--- src/rtl/step_dir_pkg.sv ---
// Shared types and sizing helpers for the step/direction generator.
package step_dir_pkg;

  typedef enum logic [2:0] {
    IDLE  = 3'd0,
    SETUP = 3'd1,
    STEP  = 3'd2,
    WAIT  = 3'd3,
    DONE  = 3'd4
  } state_e;

  localparam int unsigned StepDivDefault = 4;

  // Prescaler counter width; never below one bit so StepDiv=2 still builds.
  function automatic int unsigned presc_width(input int unsigned div);
    return (div <= 2) ? 1 : $clog2(div);
  endfunction

  localparam int unsigned PrescWidth = presc_width(StepDivDefault);

endpackage

--- src/rtl/step_rate_timer.sv ---
// Inter-step prescaler: expire pulses StepDiv-1 cycles after start.
module step_rate_timer
  import step_dir_pkg::*;
#(
  parameter int unsigned StepDiv = StepDivDefault,
  parameter int unsigned CntW    = PrescWidth
) (
  input  logic clk,
  input  logic rst,
  input  logic start,
  output logic expire
);

  logic [CntW-1:0] r_cnt;
  logic            r_expire;

  // Registered expire: load StepDiv-2 so the pulse lands on the last WAIT cycle.
  always_ff @(posedge clk) begin
    if (rst) begin
      r_cnt    <= '0;
      r_expire <= 1'b0;
    end else if (start) begin
      r_cnt    <= CntW'(StepDiv - 2);
      r_expire <= (StepDiv == 2);
    end else begin
      if (r_cnt != '0) r_cnt <= r_cnt - CntW'(1);
      r_expire <= (r_cnt == CntW'(1));
    end
  end

  assign expire = r_expire;

endmodule

--- src/rtl/step_dir_generator.sv ---
// Drives rate-limited step/up_down pulses toward a handshaked target position.
// Optional abort input enabled by defining STEP_DIR_GENERATOR_ABORT_EN.
module step_dir_generator
  import step_dir_pkg::*;
#(
  parameter int unsigned Width    = 8,
  parameter int unsigned MaxValue = 255,
  parameter int unsigned StepDiv  = 4
) (
  input  logic             clk,
  input  logic             rst,
`ifdef STEP_DIR_GENERATOR_ABORT_EN
  input  logic             abort,
`endif
  input  logic             target_valid,
  output logic             target_ready,
  input  logic [Width-1:0] target,
  output logic             step,
  output logic             up_down,
  output logic [Width-1:0] position,
  output logic             busy,
  output logic             done
);

  localparam logic [Width-1:0] MaxPos = Width'(MaxValue);

  state_e           r_state;
  state_e           w_state_next;
  logic [Width-1:0] r_tgt;
  logic [Width-1:0] r_pos;
  logic [Width-1:0] w_pos_step;
  logic [Width-1:0] w_tgt_clamped;
  logic             r_up_down;
  logic             r_step;
  logic             r_busy;
  logic             r_done;
  logic             r_ready;
  logic             w_accept;
  logic             w_abort;
  logic             w_expire;
  logic             w_timer_start;

`ifdef STEP_DIR_GENERATOR_ABORT_EN
  assign w_abort = abort;
`else
  assign w_abort = 1'b0;
`endif

  assign w_accept      = target_valid && (r_state == IDLE);
  assign w_tgt_clamped = (target > MaxPos) ? MaxPos : target;
  assign w_timer_start = (r_state == STEP) && (w_state_next == WAIT);

  // Saturating position update so the counter mirror can never wrap.
  always_comb begin
    w_pos_step = r_pos;
    if (r_up_down && (r_pos < MaxPos)) begin
      w_pos_step = r_pos + Width'(1);
    end else if (!r_up_down && (r_pos != '0)) begin
      w_pos_step = r_pos - Width'(1);
    end
  end

  step_rate_timer #(
    .StepDiv (StepDiv),
    .CntW    (presc_width(StepDiv))
  ) u_timer (
    .clk    (clk),
    .rst    (rst),
    .start  (w_timer_start),
    .expire (w_expire)
  );

  always_ff @(posedge clk) begin
    if (rst) r_state <= IDLE;
    else     r_state <= w_state_next;
  end

  always_comb begin
    w_state_next = r_state;
    case (r_state)
      IDLE:    if (w_accept) w_state_next = SETUP;
      SETUP:   w_state_next = (w_abort || (r_tgt == r_pos)) ? DONE : STEP;
      STEP:    w_state_next = (w_abort || (w_pos_step == r_tgt)) ? DONE : WAIT;
      WAIT: begin
        if (w_abort)       w_state_next = DONE;
        else if (w_expire) w_state_next = STEP;
      end
      DONE:    w_state_next = IDLE;
      default: w_state_next = IDLE;
    endcase
  end

  // Outputs are registered from the next state so they align with the state they describe.
  always_ff @(posedge clk) begin
    if (rst) begin
      r_tgt     <= '0;
      r_pos     <= '0;
      r_up_down <= 1'b1;
      r_step    <= 1'b0;
      r_busy    <= 1'b0;
      r_done    <= 1'b0;
      r_ready   <= 1'b1;
    end else begin
      if (w_accept) r_tgt <= w_tgt_clamped;
      if ((r_state == SETUP) && (w_state_next == STEP)) r_up_down <= (r_tgt > r_pos);
      if (r_state == STEP) r_pos <= w_pos_step;
      r_step  <= (w_state_next == STEP);
      r_busy  <= (w_state_next != IDLE);
      r_done  <= (w_state_next == DONE);
      r_ready <= (w_state_next == IDLE);
    end
  end

  assign target_ready = r_ready;
  assign step         = r_step;
  assign up_down      = r_up_down;
  assign position     = r_pos;
  assign busy         = r_busy;
  assign done         = r_done;

endmodule

--- config.mk ---
export PLATFORM = sky130hd
export DESIGN_NAME = step_dir_generator
export DESIGN_NICKNAME = d
export VERILOG_FILES = /design/src/rtl/step_dir_pkg.sv /design/src/rtl/step_rate_timer.sv /design/src/rtl/step_dir_generator.sv
export SDC_FILE = /design/constraint.sdc
export NUM_CORES = 1
export LEC_CHECK = 0
export BUFFER_PORTS_ARGS = -buffer_cell sky130_fd_sc_hd__buf_4
export CAP_MARGIN = 40
export CORE_MARGIN = 3
export CORE_UTILIZATION = 57
export DETAILED_ROUTE_END_ITERATION = 10
export GPL_TIMING_DRIVEN = 0
export PLACE_DENSITY = 0.88
export REMOVE_ABC_BUFFERS = 1
export SLEW_MARGIN = 20
export SYNTH_ARGS = -nofsm -noshare
export SYNTH_HDL_FRONTEND = slang
export SYNTH_SLANG_ARGS = --single-unit
--- constraint.sdc ---
create_clock -name clk -period 2.94 [get_ports clk]
set_input_delay 0.588 -clock clk [delete_from_list [all_inputs] [get_ports clk]]
set_output_delay 0.588 -clock clk [all_outputs]
set_load 0.005 [all_outputs]
==> reports/metrics.cfg <==
[outcome]
status = finished clean

[power]
leakagePower_nw = 0.773
internal_power_w = 0.000697
pwr-share-clk_pct = 14.5
switchingPower_w = 0.000441
combPwrFrac_pct = 42.6
switching_share_pct = 38.8
p_per_area_nw_per_um2 = 572
seq_power_share_pct = 43.0
irDropWorstVdd_mv = 0.377

[worst_setup_path]
cp-end-kind = flop
crit_fanout = 6
critical_path_required_ns = 3.18
worst-setup-path-type = reg -> reg
crit_path_start_kind = flop
crit_arrival_ns = 3.09

[placement]
routabilityCongestion = 0.918
placedInstanceArea_um2 = 1890
dp_hpwl_um = 2920
io_buffers = 23

[cts]
cts_tree = done
clock_sink_count = 27
cts-root-buf = clkbuf_4
insertion_delay_ns = 0.34
htree_levels = 1
cts_buffers = 3
post_cts_buffers = 0
path_clk_slew_ns = 0.15
clk_path_buf_depth = 2

[yosys]
synth.avg_cell_area_um2 = 8.05
synthDistinctLibCells = 51
synth_area_leaders = dfxtp_1 31%, ha_1 7.2%, a21oi_1 6.6%
yosysTopAreaCell = dfxtp_1
synth_seq_cells = 27
synth_edf_count = 0
syn_inst = 217
async_flop_share_pct = 0
yosysTopAreaCellShare_pct = 30.9
netlist_area_um2 = 1750
ys.flop_type = dfxtp_1
ys_seq_area_share_pct = 30.9
yosys_warnings = 0

[layout]
area_delta_synth_final_pct = 13.8
final_area_um2 = 1990
final_cell_mix = 30 x nand2_1, 23 x dfxtp_1, 23 x buf_4, 22 x a21oi_1, 16 x nor2_1
fillers = 234
drive_above_1_share_pct = 21.0
antenna_cells = 0
multi_input_area_um2 = 1150
final_common_cell = nand2_1
ff_latch_area_um2 = 546
final_nets = 255

[hold_path]
hold_path_class = in -> reg

[drt]
drc = 0
drt_pass1_iterations = 4
drtIter0Drc = 78
via_count = 1592
antenna_left = 0
drt-wirelength-per-cell_um = 15.1
viasPerCell = 6.03
wl_um = 4000

[grt]
antenna_found_initial = 0
grt.total_usage_pct = 22.9
grt_pass1_wl_um = 6520
grt_pass1_vias = 1533
overflow = 0
grt_max_degree = 26

[die]
core_um2 = 2830
start_util_pct = 61.8
die_w_um = 61.4
die_h_um = 61.4
dieArea_um2 = 3770
fp-row-count = 19
ioPinCount = 24

[timing]
finalCritPeriodShare_pct = 97.1
whs_ns = 0.478
max_slew.worst_pin.slew_ns = 0.696
maxSlewHeadroom_pct = 53.5
finalClockSkew_ns = 0.00989
finalHoldViolCount = 0
rsz0062_at_grt = false
fmax_mhz = 350
setup_viol = 0
min_period_ns = 2.86
slew_violations = 0

[flow_run]
cap_violations = 0

-- path summary, 6_finish.rpt --
check / start / to / slack [ns] / depth (start not counted)
max reg2reg: position[1] / busy / 0.08 / 9
min: target[7] / r_tgt[7] / 0.48 / 3
max: position[1] / busy / 0.08 / 9
min reg2reg: u_timer.r_cnt[1] / u_timer.r_cnt[1] / 0.48 / 2
-- timing repair --
action | 4_1_cts | 5_1_grt
cloned | 0 | 0
endpoints found under the setup margin | 7 | 7
pin swaps | 1 | 1
gates resized for setup | 4 | 9
hold buffers | 0 | 0
-- area by class of cell --
class / instances / share of cell area [%]
repair buffers: 24 / 9.31
multi-input cells: 166 / 57.7
flip-flops and latches: 27 / 27.4
well taps: 31 / 1.95
inverters: 12 / 2.26
clock buffers: 4 / 1.32
-- logic make-up after synthesis --
| kind of cell | Yosys count | share of synthesized area, % |
|---|---|---|
| compound gates | 54 | 20.0 |
| xor+xnor | 15 | 7.52 |
| fa+ha+maj | 10 | 7.16 |
| buf+inv | 24 | 6.66 |
| flops | 27 | 30.9 |
| mux | 3 | 1.72 |
| simple gates | 84 | 26.0 |
-- power by group through the flow --
stage               Clock (W)  Combinational, W  Sequential (W)
detailed placement          0          0.000448        0.000491
global placement            0          0.000429        0.000487
global route         0.000182          0.000538        0.000497
CTS                  0.000167          0.000458        0.000485
floorplan                   0          0.000322        0.000476
finish               0.000165          0.000484        0.000489
-- layer usage --
metal / share of wire, % / up-vias / wire length, um / GRT usage (%)
li1: - / 799 / - / -
met2: 48 / 44 / 1920 / 37.8
met3: 4.5 / 16 / 179 / 4.82
met4: 4.0 / 0 / 161 / 12.4
met1: 43 / 733 / 1740 / 27.9
met5: 0 / - / 0 / 0
-- flip-flops by register name, indices dropped and copies added, names as in the netlist --
register / flops
position: 8
r_tgt: 8
r_state: 3
u_timer.r_cnt: 2
busy: 1
done: 1
step: 1
target_ready: 1
u_timer.expire: 1
up_down: 1
-- synthesized netlist by cell type (all sizes together) (3+ instances only) --
library cell and count:
buf 6, or3 4, nand4 5, nor4b 3, a31oi 3, clkbuf 6, a21o 3, a21oi 23
dfxtp 27, xnor2 13, inv 12, nor3 10, nand2 30, nor2 16, ha 10, o21a 3
o21ai 10, mux2i 3
-- critical path, stage by stage, from the launching register on --
cell and delay (ns):
dfxtp_1 0.46, inv_2 0.10, ha_2 0.21, nand2b_2 0.13, nor3_4 0.07, a211o_2 0.36
a21o_1 0.19, a2111o_1 0.49, or4_4 0.55, a21o_1 0.21
-- per-stage QoR --
step / utilization [%] / std cells / setup WS [ns] / TNS [ns] / total power (W)
after global routing: 70.3 / 264 / 0.0151 / 0 / 0.00122
after floorplan: - / 205 / 0.209 / 0 / 0.000798
after CTS: 68.5 / 263 / 0.00232 / 0 / 0.00111
after detailed placement: 67.0 / 259 / -0.197 / -0.911 / 0.000940
after global placement: 66.7 / 259 / -0.137 / -0.524 / 0.000915
final: 70.3 / 264 / 0.0840 / 0 / 0.00114
Power figures use the tool's default switching activity.
